## src/rtl/systolic_feeder.sv

```systemverilog
`default_nettype none
// ============================================================================
// Module  : systolic_feeder
// Purpose : Buffers A rows / B columns and streams them skewed into an NxN array.
// Revision: 1.0 - initial release
// ============================================================================
module systolic_feeder #(
  parameter int ARR_SIZE      = 4,
  parameter int HORIZONTAL_BW = 16
) (
  input  logic                               clk,
  input  logic                               rst,
  input  logic                               wr_valid,
  output logic                               wr_ready,
  input  logic                               wr_sel,
  input  logic [$clog2(ARR_SIZE)-1:0]        wr_idx,
  input  logic [HORIZONTAL_BW*ARR_SIZE-1:0]  wr_data,
  input  logic                               start,
  input  logic                               mode_in,
  output logic [HORIZONTAL_BW*ARR_SIZE-1:0]  h_out,
  output logic [HORIZONTAL_BW*ARR_SIZE-1:0]  v_out,
  output logic                               mode_out,
  output logic                               busy,
  output logic                               done,
  output logic                               start_err
);

  localparam int N  = ARR_SIZE;
  localparam int W  = HORIZONTAL_BW;
  localparam int IW = $clog2(N);
  localparam int TW = $clog2(2 * N);
  localparam logic [TW-1:0] c_STREAM_LAST = TW'(2 * N - 2);
  localparam logic [TW-1:0] c_DRAIN_LAST  = TW'(2 * N - 1);

  typedef enum logic [1:0] {
    S_IDLE   = 2'd0,
    S_STREAM = 2'd1,
    S_DRAIN  = 2'd2
  } state_t;

  state_t              r_state;
  state_t              w_state_nxt;
  logic [TW-1:0]       r_t;
  logic [TW-1:0]       w_t_nxt;
  logic [W*N-1:0]      r_a [N];
  logic [W*N-1:0]      r_b [N];
  logic [W*N-1:0]      w_a_eff [N];
  logic [W*N-1:0]      w_b_eff [N];
  logic [N-1:0]        r_a_ld;
  logic [N-1:0]        r_b_ld;
  logic [W*N-1:0]      r_h;
  logic [W*N-1:0]      r_v;
  logic [W*N-1:0]      w_h_nxt;
  logic [W*N-1:0]      w_v_nxt;
  logic                r_mode;
  logic                r_start_err;
  logic                w_wr_acc;
  logic                w_accept;
  logic                w_reject;
  logic                w_clr_flags;
  logic                w_all_loaded;

  assign wr_ready     = (r_state == S_IDLE);
  assign w_wr_acc     = wr_valid && wr_ready;
  assign w_all_loaded = (&r_a_ld) && (&r_b_ld);

  assign h_out     = r_h;
  assign v_out     = r_v;
  assign mode_out  = r_mode;
  assign busy      = (r_state != S_IDLE);
  assign done      = (r_state == S_DRAIN) && (r_t == c_DRAIN_LAST);
  assign start_err = r_start_err;

  // Write forwarding so a write landing on the start-accept edge is streamed at t=0.
  always_comb begin
    for (int i = 0; i < N; i++) begin
      w_a_eff[i] = r_a[i];
      w_b_eff[i] = r_b[i];
      if (w_wr_acc && !wr_sel && (wr_idx == IW'(i))) w_a_eff[i] = wr_data;
      if (w_wr_acc &&  wr_sel && (wr_idx == IW'(i))) w_b_eff[i] = wr_data;
    end
  end

  always_comb begin
    w_state_nxt = r_state;
    w_t_nxt     = r_t;
    w_accept    = 1'b0;
    w_reject    = 1'b0;
    w_clr_flags = 1'b0;
    case (r_state)
      S_IDLE: begin
        if (start) begin
          if (w_all_loaded) begin
            w_state_nxt = S_STREAM;
            w_t_nxt     = '0;
            w_accept    = 1'b1;
          end else begin
            w_reject    = 1'b1;
          end
        end
      end
      S_STREAM: begin
        if (r_t == c_STREAM_LAST) begin
          w_state_nxt = S_DRAIN;
          w_t_nxt     = '0;
        end else begin
          w_t_nxt     = r_t + 1'b1;
        end
      end
      S_DRAIN: begin
        if (r_t == c_DRAIN_LAST) begin
          w_state_nxt = S_IDLE;
          w_t_nxt     = '0;
          w_clr_flags = 1'b1;
        end else begin
          w_t_nxt     = r_t + 1'b1;
        end
      end
      default: begin
        w_state_nxt = S_IDLE;
        w_t_nxt     = '0;
      end
    endcase
  end

  // Lane i of h carries A[i][t-i]; lane j of v carries B[t-j][j].
  always_comb begin
    w_h_nxt = '0;
    w_v_nxt = '0;
    if (w_state_nxt == S_STREAM) begin
      for (int i = 0; i < N; i++) begin
        for (int k = 0; k < N; k++) begin
          if ((i + k) == int'(w_t_nxt)) begin
            w_h_nxt[i*W +: W] = w_a_eff[i][k*W +: W];
            w_v_nxt[i*W +: W] = w_b_eff[i][k*W +: W];
          end
        end
      end
    end
  end

  always_ff @(posedge clk or posedge rst) begin
    if (rst) begin
      r_state     <= S_IDLE;
      r_t         <= '0;
      r_h         <= '0;
      r_v         <= '0;
      r_mode      <= 1'b0;
      r_start_err <= 1'b0;
      r_a_ld      <= '0;
      r_b_ld      <= '0;
      for (int i = 0; i < N; i++) begin
        r_a[i] <= '0;
        r_b[i] <= '0;
      end
    end else begin
      r_state     <= w_state_nxt;
      r_t         <= w_t_nxt;
      r_h         <= w_h_nxt;
      r_v         <= w_v_nxt;
      r_start_err <= w_reject;
      if (w_accept) r_mode <= mode_in;
      for (int i = 0; i < N; i++) begin
        r_a[i] <= w_a_eff[i];
        r_b[i] <= w_b_eff[i];
      end
      if (w_clr_flags) begin
        r_a_ld <= '0;
        r_b_ld <= '0;
      end else if (w_wr_acc) begin
        if (wr_sel) r_b_ld[wr_idx] <= 1'b1;
        else        r_a_ld[wr_idx] <= 1'b1;
      end
    end
  end

endmodule
`default_nettype wire
```

## config.mk

```make
export PLATFORM = sky130hd
export DESIGN_NAME = systolic_feeder
export DESIGN_NICKNAME = d
export VERILOG_FILES = /design/src/rtl/systolic_feeder.sv
export SDC_FILE = /design/constraint.sdc
export NUM_CORES = 1
export LEC_CHECK = 0
export ABC_AREA = 1
export ABC_CLOCK_PERIOD_IN_PS = 29100
export CAP_MARGIN = 20
export CELL_PAD_IN_SITES_DETAIL_PLACEMENT = 1
export CELL_PAD_IN_SITES_GLOBAL_PLACEMENT = 1
export CORE_MARGIN = 5
export CORE_UTILIZATION = 30
export CTS_CLUSTER_SIZE = 20
export DETAILED_ROUTE_END_ITERATION = 10
export PLACE_DENSITY_LB_ADDON = 0.3
export SYNTH_ARGS = -nofsm -noshare
export SYNTH_HDL_FRONTEND = slang
export SYNTH_SLANG_ARGS = --single-unit
```

## constraint.sdc

```tcl
create_clock -name clk -period 29.1 [get_ports clk]
set_clock_uncertainty 0.1 [all_clocks]
set_input_delay 2.91 -clock clk [delete_from_list [all_inputs] [get_ports clk]]
set_output_delay 2.91 -clock clk [all_outputs]
set_load 0.1 [all_outputs]
```

After elaboration in Yosys (flattened, before gate mapping)
Index checks and enable logic that the tools add are counted.

operators by class
  equal/unequal tests = 15
  reductions and logical operators = 25
  order comparisons = 2
  add/subtract/negate cells = 1
  mux-type cells = 68
  bitwise operators = 2

operators by type and width
  kind                                                                    number
  64-bit 2-to-1 mux                                                       10
  16-bit 2-to-1 mux                                                       32
  4-bit 2-to-1 mux                                                        6
  1-bit logical AND                                                       14
  3-bit equality test (first input constant)                              4
  3-bit 2-to-1 mux                                                        4
  1-bit 2-to-1 mux                                                        9
  3-bit one-hot mux with 3 select lines                                   1
  2-bit 2-to-1 mux                                                        4
  4-bit OR                                                                2
  4-bit AND reduction                                                     2
  2-bit by 1-bit equality test with 1-bit output (second input constant)  3
  2-bit equality test (second input constant)                             3
  2-bit by 3-bit equality test with 1-bit output (first input constant)   2
  3-bit equality test (second input constant)                             2
  2-bit one-hot mux with 3 select lines                                   1
  2-bit nonzero test                                                      3
  2-bit zero test                                                         2
  2-bit AND reduction                                                     2
  3-bit by 1-bit adder with 3-bit output (second input constant)          1
  3-bit zero test                                                         1
  2-bit by 3-bit < comparator with 1-bit output (second input constant)   1
  1-bit demux with 2-bit select                                           1
  2-bit by 1-bit >= comparator with 1-bit output (second input constant)  1
  other kinds (2)                                                         2

word-level totals
  flip-flop bits (word level) = 655
  output and inout port bits = 133
  logic and storage cells = 129

Depth between registers and ports, before layout
  depth in word-level cells = 11
  gate-level depth with buffers = 15
  gate-level depth less buffers = 13

Worst setup path before layout
No wires, ideal clock.

  path type = flip-flop to output port
  start point = reg r_t[0]
  end point = out done
  arrival = 2.215 ns
  slack = 23.875 ns
  buffers on the path = 0
  required time = 26.090 ns
  stages on the path, launching flop included = 5
  cell sequence = dfrtp_1 > ha_1 > ha_1 > inv_1 > nor2_1

between the ends
  cells in the longest elaborated chain, start to end = 2

RTL lines
  what                    line  text
  start, declared         43    logic [TW-1:0] r_t;
  start signal, assigned  158   r_t <= w_t_nxt;
  3-bit equality test     71    assign done = (r_state == S_DRAIN) && (r_t == c_DRAIN_LAST);
  1-bit logical AND       71
  end, declared           24    output logic done,

No other way between the ends.

Worst setup path in the final report
  start point = reg r_t[1]
  end point = out done

Same word-level chain as after synthesis.

==> out/summary.txt <==
Final hold viol count: 0
DRT Pass-1 Iters: 5
Ports: 205
Post-synthesis net count: 3675
Sequential share of power: 0.311
Max cap viols: 0
Final worst-path cycle share: 0.2230
Total CTS buffers: 76
CTS tree: built
RSZ-0062 raised after global routing: false
Setup Buffers After CTS: 0
Post-route ant nets: 0
# setup viols final: 0
VDD IR-drop max: 110.6 uV
Routed len/inst: 24.40 um
Layout cell share with drive strength beyond 1: 0.05703
CP Data Required Time: 26.09 ns
Multi-input logic area: 10610 um2
Largest net degree at the start of global routing: 161
Area grow syn2layout: 18.48%
Worst-margin pin slew: 1.237 ns
Clk network pwr share: 0.217
Gate power share: 0.472
Core area: 95290 um2
DRC: 0
First-pass GRT wire length: 175.4 mm
Ys Warns: 0
Vias per std cell: 5.074
Met1 Use GR: 0.3406
Via count: 25210
Final Max Slew Viols: 0
Final Critical Period: 6.489 ns
Status: complete, no violations
Yosys cell types: 27
Detailed Place HPWL: 68.46 mm
Antenna violations before repair: 18
Post-CTS sizing: 0
CTS sink cnt: 655
Yosys reg bits: 655
Slew margin rel.: 0.1727
Initial core utilization: 0.3029
DRT iter0 DRCs: 2540
Die area: 102500 um2
Final core utilization: 0.3588
Post-cts hold buffer count: 0
Nets: 3729
Crit Path Max Fanout: 9
WS Path Type: register to output port
Post-Route WL: 121.2 mm
Post-synthesis cell area: 28860 um2
H-Tree Depth: 3
PwrDens: 125.6 nW/um2
Die Y: 320.2 um
Syn Area/Cell: 8.017 um2
CTS clk-pin slew, worst paths: 0.06 ns
Clock root cell: clkbuf_16
Die W: 320.2 um
Final Wtd Congestion: 0.8025
Pint: 2230 uW
Most frequent cells in the layout: 1524 x nand2_1, 655 x dfrtp_1, 282 x nor2_1, 204 x clkdlybuf4s50_1, 198 x nand4_1
Sw Share: 0.4808
Grt ovf: 0
CP Launch Type: register
F_max: 0.1541 GHz
Tot Pwr: 4296 uW
Leak: 0.01738 uW
Overall Global Routing Usage: 0.2303
Pre-CTS setup slack: 22.22 ns
Fillers: 11270
Setup TNS: 0 ns
Synthesized instance count: 3600
Reg area: 16390 um2
Met2 usage: 0.3428
Worst setup margin: 22.61 ns
Leading cell type in the layout, fill and taps excluded: nand2_1
Hold Crit Class: register to register
Row cnt: 113
Element type at the critical path end: output port
Clk Latency, worst-skew pair: 0.63 ns
Busiest grt layer: met2
Critical Path AT: 3.48 ns
Max clock buf depth: 3
Port buffer count: 204
GRT met3 Usage: 0.04849
Sw power: 2066 uW
Seq/Total Area, Yosys: 0.5679
Vias in the first global route: 25110
[metal layers]
layer,routed length [um],part of all wire
met5,13,0.00011
met4,3473,0.029
met3,9010,0.074
met2,52550,0.43
met1,56190,0.46
[cells in the mapped netlist]
| library cell | number | area share |
|---|---|---|
| nand2_1 | 1528 | 0.20 |
| dfrtp_1 | 655 | 0.57 |
| nor2_1 | 289 | 0.038 |
| nand4_1 | 198 | 0.043 |
| nand3_1 | 197 | 0.034 |
| o21ai_0 | 190 | 0.033 |
| inv_1 | 150 | 0.020 |
| clkbuf_1 | 143 | 0.019 |
| buf_2 | 107 | 0.019 |
| o21ai_1 | 68 | 0.012 |
| buf_1 | 16 | 0.0021 |
| inv_2 | 14 | 0.0018 |
| buf_4 | 11 | 0.0029 |
| clkbuf_2 | 8 | 0.0014 |
| buf_6 | 7 | 0.0027 |
| clkinv_1 | 3 | 0.00039 |
| ha_1 | 3 | 0.0013 |
| nor2_2 | 3 | 0.00065 |
| nand2_4 | 2 | 0.00078 |
| a21oi_1 | 1 | 0.00017 |
| a21oi_4 | 1 | 0.00056 |
| mux2i_1 | 1 | 0.00035 |
| nand3_2 | 1 | 0.00035 |
| nand3_4 | 1 | 0.00061 |
| nor2_4 | 1 | 0.00039 |
| nor2_8 | 1 | 0.00069 |
| o22ai_1 | 1 | 0.00022 |
[per-stage QoR]
step | instances | hold slack (ns) | area (um2)
6_report | 4969 | 0.3628 | 34200
3_3_place_gp | 4837 | 0.3470 | 31740
5_1_grt | 4966 | 0.3761 | 34190
4_1_cts | 4965 | 0.3668 | 34190
2_1_floorplan | 3600 | 0.3333 | 28860
3_5_place_dp | 4841 | 0.3521 | 31820
[final timing paths]
kind / from / end / slack (ns) / depth (start not counted)
max in group asynchronous: rst / r_a[26]$_DFF_PP0_ / 23.81 / 4
hold / removal: r_a[235]$_DFF_PP0_ / r_a[235]$_DFF_PP0_ / 0.36 / 2
setup / recovery: r_t[1]$_DFF_PP0_ / done / 22.61 / 5
setup reg to reg: r_state[1]$_DFF_PP0_ / v_out[17]$_DFF_PP0_ / 25.03 / 12
min in group asynchronous: rst / r_a[246]$_DFF_PP0_ / 2.71 / 2
hold reg to reg: r_a[235]$_DFF_PP0_ / r_a[235]$_DFF_PP0_ / 0.36 / 2
[worst max-delay path: stages, from the launching register on]
cell	delay, ns
dfrtp_1	0.37
ha_1	0.16
ha_1	0.22
inv_1	0.06
nor2_1	0.76
clkdlybuf4s50_1	1.29
[cell type report]
cell class,instances,area share
diodes,4,0.0002927
clock buffers,113,0.06678
clock inverters,11,0.002378
inverters,167,0.01870
multi-input cells,2486,0.3101
flip-flops and latches,655,0.4793
well taps,1265,0.04629
repair buffers,268,0.07611
[cell families after synthesis]
logic type | count (synthesis) | share of synthesized area
adders and majority gates | 3 | 0.001301
buffers and inverters | 459 | 0.06793
DFF | 655 | 0.5679
AOI/OAI and AO/OA | 261 | 0.04569
and+or+nand+nor | 2221 | 0.3168
muxes | 1 | 0.0003468
[state kept, by name, summed over array words and instances, names as in the netlist]
name and flops:
r_t 3, h_out 64, r_b 256, r_a_ld 4, r_a 256, v_out 64
start_err 1, mode_out 1, r_b_ld 4, r_state 2
[power by group through the flow]
stage               Clock (uW)  Combinational, uW  Sequential [uW]
finish                     933               2030             1340
global route               989               2190             1370
detailed placement           0               2010             1350
floorplan                    0               1110             1660
global placement             0               1990             1340
CTS                        952               2020             1340
No activity file was read; power rests on OpenSTA's default activity.
